`src/rtl/cfg_reg_arbiter.sv`:
```
// Shared 16 x 8 configuration register file with two single-entry write buffers (I2C, host),
// round-robin commit arbitration, a host write lock and a control/status register at the top address.
module cfg_reg_arbiter #(
    parameter int unsigned ADDR_W = 4,
    parameter int unsigned DATA_W = 8
) (
    input  logic              clk,
    input  logic              rst,
    input  logic [ADDR_W-1:0] i2c_addr,
    input  logic [DATA_W-1:0] i2c_data,
    input  logic              i2c_write_req,
    input  logic [ADDR_W-1:0] host_addr,
    input  logic [DATA_W-1:0] host_data,
    input  logic              host_wr,
    output logic              host_busy,
    input  logic [ADDR_W-1:0] rd_addr,
    output logic [DATA_W-1:0] rd_data,
    output logic              cfg_update,
    output logic [ADDR_W-1:0] cfg_addr
);

    localparam int unsigned NumRegs = 1 << ADDR_W;
    localparam logic [ADDR_W-1:0] CtrlAddr = '1;

    logic [DATA_W-1:0] regs_q [NumRegs];

    logic              req_d_q;
    logic              pend_i2c_q, pend_i2c_d;
    logic              pend_host_q, pend_host_d;
    logic [ADDR_W-1:0] i2c_addr_q, host_addr_q;
    logic [DATA_W-1:0] i2c_data_q, host_data_q;
    logic              last_host_q, last_host_d;
    logic              ovf_i2c_q, ovf_i2c_d;
    logic              ovf_host_q, ovf_host_d;
    logic              lock_q, lock_d;
    logic              cfg_update_q, cfg_update_d;
    logic [ADDR_W-1:0] cfg_addr_q, cfg_addr_d;

    logic              i2c_rise, i2c_take, i2c_ovf;
    logic              host_take, host_ovf;
    logic              grant_i2c, grant_host, commit;
    logic [ADDR_W-1:0] c_addr;
    logic [DATA_W-1:0] c_data;
    logic              c_ctrl, c_drop, c_eff, wr_reg, wr_ctrl;

    always_comb begin
        grant_i2c  = pend_i2c_q && (!pend_host_q || last_host_q);
        grant_host = pend_host_q && !grant_i2c;
        commit     = grant_i2c || grant_host;
        c_addr     = grant_i2c ? i2c_addr_q : host_addr_q;
        c_data     = grant_i2c ? i2c_data_q : host_data_q;
        c_ctrl     = (c_addr == CtrlAddr);
        // Locked host writes still drain the buffer but leave no trace downstream.
        c_drop     = grant_host && lock_q && !c_ctrl;
        c_eff      = commit && !c_drop;
        wr_reg     = c_eff && !c_ctrl;
        wr_ctrl    = c_eff && c_ctrl;

        i2c_rise   = i2c_write_req && !req_d_q;
        i2c_take   = i2c_rise && (!pend_i2c_q || grant_i2c);
        i2c_ovf    = i2c_rise && !i2c_take;
        host_take  = host_wr && (!pend_host_q || grant_host);
        host_ovf   = host_wr && !host_take;

        pend_i2c_d  = i2c_take || (pend_i2c_q && !grant_i2c);
        pend_host_d = host_take || (pend_host_q && !grant_host);
        // A new overflow at the same edge as its clear wins.
        ovf_i2c_d   = i2c_ovf || (ovf_i2c_q && !(wr_ctrl && c_data[DATA_W-1]));
        ovf_host_d  = host_ovf || (ovf_host_q && !(wr_ctrl && c_data[DATA_W-2]));
        lock_d      = wr_ctrl ? c_data[0] : lock_q;
        last_host_d = commit ? grant_host : last_host_q;
        cfg_update_d = c_eff;
        cfg_addr_d   = c_eff ? c_addr : cfg_addr_q;
    end

    always_ff @(posedge clk or posedge rst) begin
        if (rst) begin
            req_d_q      <= 1'b0;
            pend_i2c_q   <= 1'b0;
            pend_host_q  <= 1'b0;
            last_host_q  <= 1'b1;
            ovf_i2c_q    <= 1'b0;
            ovf_host_q   <= 1'b0;
            lock_q       <= 1'b0;
            cfg_update_q <= 1'b0;
            cfg_addr_q   <= '0;
        end else begin
            req_d_q      <= i2c_write_req;
            pend_i2c_q   <= pend_i2c_d;
            pend_host_q  <= pend_host_d;
            last_host_q  <= last_host_d;
            ovf_i2c_q    <= ovf_i2c_d;
            ovf_host_q   <= ovf_host_d;
            lock_q       <= lock_d;
            cfg_update_q <= cfg_update_d;
            cfg_addr_q   <= cfg_addr_d;
        end
    end

    always_ff @(posedge clk or posedge rst) begin
        if (rst) begin
            i2c_addr_q  <= '0;
            i2c_data_q  <= '0;
            host_addr_q <= '0;
            host_data_q <= '0;
        end else begin
            if (i2c_take) begin
                i2c_addr_q <= i2c_addr;
                i2c_data_q <= i2c_data;
            end
            if (host_take) begin
                host_addr_q <= host_addr;
                host_data_q <= host_data;
            end
        end
    end

    // The top entry is never written; its address decodes to the status word instead.
    always_ff @(posedge clk or posedge rst) begin
        if (rst) begin
            for (int i = 0; i < NumRegs; i++) begin
                regs_q[i] <= '0;
            end
        end else if (wr_reg) begin
            regs_q[c_addr] <= c_data;
        end
    end

    always_comb begin
        rd_data = regs_q[rd_addr];
        if (rd_addr == CtrlAddr) begin
            rd_data = '0;
            rd_data[DATA_W-1] = ovf_i2c_q;
            rd_data[DATA_W-2] = ovf_host_q;
            rd_data[0]        = lock_q;
        end
    end

    assign host_busy  = pend_host_q;
    assign cfg_update = cfg_update_q;
    assign cfg_addr   = cfg_addr_q;

endmodule

```
`config.mk`:
```
export PLATFORM = sky130hd
export DESIGN_NAME = cfg_reg_arbiter
export DESIGN_NICKNAME = d
export VERILOG_FILES = /design/src/rtl/cfg_reg_arbiter.sv
export SDC_FILE = /design/constraint.sdc
export NUM_CORES = 1
export LEC_CHECK = 0
export CAP_MARGIN = 20
export CORE_UTILIZATION = 56
export CTS_BUF_LIST = sky130_fd_sc_hd__clkbuf_4
export CTS_CLUSTER_DIAMETER = 50
export DETAILED_ROUTE_END_ITERATION = 7
export MAX_ROUTING_LAYER = met4
export PLACE_DENSITY = 0.79
export SLEW_MARGIN = 40
export SYNTH_ARGS = -nofsm -noshare
export SYNTH_HDL_FRONTEND = slang
export SYNTH_SLANG_ARGS = --single-unit
export TNS_END_PERCENT = 5
```
`constraint.sdc`:
```
create_clock -name clk -period 5.45 [get_ports clk]
set_clock_uncertainty 0.05 [all_clocks]
set_input_delay 1.3625 -clock clk [delete_from_list [all_inputs] [get_ports clk]]
set_output_delay 1.3625 -clock clk [all_outputs]
set_load 0.03 [all_outputs]
```
* Yosys cells after proc, flatten, opt, wreduce, memory -nomap -nowiden *
Cells that the tools add are included.

word-level totals
  register bits after elaboration = 164
  input bits = 32
  output and inout bits = 14
  logic and storage cells = 83

cells by class
  magnitude comparators = 3
  equal/unequal tests = 2
  mux-type cells = 9
  bitwise operators = 2
  reductions and logical operators = 38

operators by type and width
  kind                                                         count
  bitwise mux 128 bit                                          1
  2-to-1 mux 8 bit                                             5
  binary-select mux 8 bit (select 4 bit)                       1
  demux 8 bit (select 4 bit)                                   1
  logical AND 1 bit                                            19
  zero test 1 bit                                              11
  greater-or-equal comparator 5 bit (second input constant)    2
  NOT 4 -> 5 bit                                               2
  == test 4 bit (second input constant)                        2
  logical OR 1 bit                                             8
  less-than comparator 5 x 1 -> 1 bit (second input constant)  1
  2-to-1 mux 4 bit                                             1

* Logic depth before layout (Yosys ltp) *
  depth in word-level cells = 14
  depth in mapped cells = 8
  depth with buffers taken out = 5

* Least setup slack after synthesis *
OpenSTA, ideal clock, no wires.

  kind = input to output
  start = input rd_addr[0]
  end = output rd_data[6]
  data arrival time = 3130 ps
  slack = 907 ps
  stages on the path = 5
  buffers on the path = 2
  path through = clkbuf_1 > buf_1 > mux4_2 > a211oi_1 > a21oi_1

between the ends
  cells in the longest elaborated chain, start to end = 5
  elaborated cells on any way between the ends = 6
  those cells by class = eq/ne: 1; mux: 4; bitwise: 1

ends and longest elaborated chain
  item                                                  line  source
  from (decl)                                           16    input logic [ADDR_W-1:0] rd_addr,
  NOT 4 -> 5 bit (implied by the code)                  130   rd_data = regs_q[rd_addr];
  binary-select mux 8 bit (select 4 bit)                130
  2-to-1 mux 8 bit (implied by the code) (2 in series)  130
  2-to-1 mux 8 bit *                                    131   if (rd_addr == CtrlAddr) begin
  to (decl)                                             17    output logic [DATA_W-1:0] rd_data,

Every way passes the cells marked *; elsewhere a longest branch is shown, timed or not. The select of a mux whose other input is x is not followed.

* Worst setup path in the final report *
  start = input rd_addr[1]
  end = output rd_data[3]

The elaborated chain is that of the path after synthesis.

==> qor.csv <==
stage,metric,value,unit
yosys,adder-cell share of the synthesized area,0,
power_and_ir_drop,combinational group share of total power,0.313,
timing,final setup fails,0,
floorplan,Die ar.,13800,sq um
floorplan,die width,117,microns
power_and_ir_drop,Sw Ratio,0.303,
yosys,largest family of logic cells by synthesized area,multiplexers,
place,"Cell Area, Placed",8070,sq um
global_routing,largest net degree at the start of global routing,126,
clock_network,worst-skew pair later-pin latency,0.54,ns
yosys,Yosys Warn Count,0,
yosys,post-synthesis xor/xnor area fraction,0,
routing,Post-route DRC,0,
finish,Ant. Diodes,0,
routing,uppermost layer routed,met4,
yosys,post-synthesis mux area share,0.336,
place,Setup WS pre-CTS,0.462,ns
routing,wire length on met2,7760,microns
flow_run,max-cap check violation count,0,
finish,Layout area overhead,12.7,%
yosys,Async SR Flop Fraction,1.00,
global_routing,vias in the first global route,4618,
timing,Tmin final,5.01,ns
clock_network,CTS Buf Count,17,
clock_network,# resized after CTS,0,
yosys,Post-synth EDFFs,0,
timing,Final Hold Vio Count,0,
yosys,Post-synth top flop,dfrtp_1,
timing,period utilisation layout,0.919,
worst_setup_path,Crit. End Element,output pin,
worst_setup_path,CP required,4.04,ns
place,detailed placer's ending HPWL,10100,microns
worst_setup_path,slowest cell on the critical path,clkdlybuf4s50_1,
routing,wire length on met1,6720,microns
worst_setup_path,"delay-heaviest family, CP",buffers and inverters,
worst_setup_path,CP bufs+invs,3,
power_and_ir_drop,static leakage,3.52,nW
timing,RSZ-0062 raised after global routing,false,
finish,most frequent cells in the layout,"160 x dfrtp_1, 157 x mux2_2, 43 x clkdlybuf4s50_1",
floorplan,Initial Util,0.582,
global_routing,first-pass GRT wire length,25000,microns
yosys,Compound-Gate Fraction of Synth Area,0.0370,
yosys,Synth Cell Area,7470,sq um
yosys,synthesized flop and latch total,161,
global_routing,initial antenna violation count,0,
routing,"antenna viol nets, final",0,
global_routing,grt ovf,0,
floorplan,Die Y,117,microns
routing,initial drt markers,388,
worst_setup_path,Worst Setup Start Kind,input port,
finish,share of cells above drive strength 1,0.433,
clock_network,Clk Tree Root Cell,clkbuf_4,
worst_setup_path,worst path arrival time,3.59,ns
power_and_ir_drop,PD cells,469,nW/um^2
timing,fmax,200,MHz
yosys,syn_area_per_cell,14.8,sq um
routing,DRT Wirelength,15300,microns
power_and_ir_drop,Peak VDD IR,0.237,mV
timing,setup TNS,0,ns
finish,"commonest non-fill, non-tap cell in the layout",dfrtp_1,
yosys,Simple-Gate Fraction of Synth Area,0.0642,
place,PortBufs,45,
worst_setup_path,Max stage delay on crit path,0.70,ns
routing,Avg WL per Cell,21.0,microns
global_routing,Overall Global Routing Usage,0.246,
worst_setup_path,CP cell instances,"clkdlybuf4s50_1, buf_12, nand2b_1, o22ai_1, nor2_1, a221oi_1, a21oi_1, clkdlybuf4s50_1",
routing,routed wl met3,597,microns
yosys,distinct cell type count after synthesis,37,
finish,Final nets,575,
place,RD Place Congestion,0.911,
clock_network,CTS sink cnt,161,
finish,cell area after layout,8410,sq um
yosys,Gate Count Post-Synth,506,
yosys,syn_nets,538,
routing,total number of vias,4394,
worst_setup_path,Crit Path Category,input port to output pin,
timing,worst-margin pin slew,0.864,ns
timing,Slew HR,0.420,
timing,PnR worst setup slack,0.444,ns
power_and_ir_drop,Reg power frac,0.493,
floorplan,I/O pin count,46,
clock_network,H-tree levels,4,
timing,Max Slew Vio Count,0,
floorplan,# rows,41,
worst_setup_path,Crit Path Max Fanout,30,
clock_network,TritonCTS clock tree,done,
hold_path,Hold Crit Class,flop to flop,
clock_network,clock transition at the registers of the reported paths,0.12,ns
clock_network,post-CTS setup buffers,0,
outcome,status,completed,
yosys,sequential share of the synthesized area,0.540,
routing,Initial DRT Pass Iterations,4,
clock_network,CTS Buffer Depth,2,
routing,vias per inst,6.05,
floorplan,Core Area,12800,sq um
power_and_ir_drop,NetSw,1.20,mW
power_and_ir_drop,Clk pwr share,0.194,
clock_network,CTS Hold Bufs,0,
power_and_ir_drop,Internal,2.75,mW
worst_setup_path,most frequent cell on the critical path,clkdlybuf4s50_1,
[synth_stat cells, types with 3 or more instances]
cell      instances  share of area
mux2i_1           8          0.011
nor3_2            3         0.0040
buf_2             4         0.0027
a211oi_1          3         0.0030
a21oi_1          13         0.0087
o22ai_1           5         0.0042
nand2_1          37          0.019
nand2b_1          4         0.0034
mux2_2          157           0.24
buf_1             3         0.0015
a221oi_1          5         0.0059
mux4_2           27          0.081
buf_6             3         0.0045
nor4_4            9          0.026
o21a_1            3         0.0030
o22a_1            3         0.0035
o21ai_0           4         0.0027
nor2_1            5         0.0025
nand4_1           3         0.0025
clkbuf_1         24          0.012
nor2b_1           3         0.0025
dfrtp_1         160           0.54
inv_1             3         0.0015
[power by group through the flow]
stage | Sequential (mW) | Combinational [mW] | Clock (mW)
floorplan | 1.90 | 0.942 | 0
detailed placement | 1.96 | 1.24 | 0
global placement | 1.92 | 1.19 | 0
finish | 1.94 | 1.23 | 0.765
CTS | 1.94 | 1.24 | 0.774
global route | 2.00 | 1.32 | 0.834
[through the flow]
stage / util / cells / hold slack, ns / power [mW]
finish: 0.656 / 726 / 0.339 / 3.94
CTS: 0.653 / 724 / 0.343 / 3.95
global placement: 0.628 / 694 / 0.311 / 3.11
floorplan: - / 506 / 0.374 / 2.84
global route: 0.656 / 726 / 0.353 / 4.16
detailed placement: 0.629 / 694 / 0.314 / 3.20
[cells by family after synthesis]
family | after synthesis
AND/OR/NAND/NOR | 70
buffers and inverters | 38
flip-flops | 161
AO/OA/AOI/OAI | 41
multiplexers | 196
[flip-flops by register name, indices dropped and copies added (netlist names)]
| register | count |
|---|---|
| cfg_addr | 4 |
| cfg_update | 1 |
| host_addr_q | 4 |
| host_busy | 1 |
| host_data_q | 8 |
| i2c_addr_q | 4 |
| i2c_data_q | 8 |
| last_host_q | 1 |
| lock_q | 1 |
| ovf_host_q | 1 |
| ovf_i2c_q | 1 |
| pend_i2c_q | 1 |
| regs_q | 125 |
| req_d_q | 1 |
[layer usage]
metal,vias to the layer above,GRT usage
met1,2302,0.314
met5,-,-
li1,1951,-
met3,14,0.0484
met2,127,0.406
met4,0,0.0665
[path summary, 6_finish.rpt]
path | start | to | slack (ns) | cells past startpoint
worst max-delay path | rd_addr[1] | rd_data[3] | 0.44 | 8
worst min-delay path | regs_q[3] | regs_q[3] | 0.34 | 0
worst max register to register | last_host_q | regs_q[50] | 2.28 | 5
worst min register to register | regs_q[3] | regs_q[3] | 0.34 | 0
max in group asynchronous | rst | regs_q[58] | 3.31 | 3
min in group asynchronous | rst | host_addr_q[3] | 1.09 | 2
[cell type report]
class / instances / area, sq um
tap: 172 / 215
timing repair buffer: 53 / 561
clock inverter: 11 / 165
fill: 960 / 4410
multi-input combinational: 307 / 3280
inverter: 3 / 15.0
sequential: 161 / 4030
clock buffer: 19 / 143
Power figures use the tool's default switching activity.
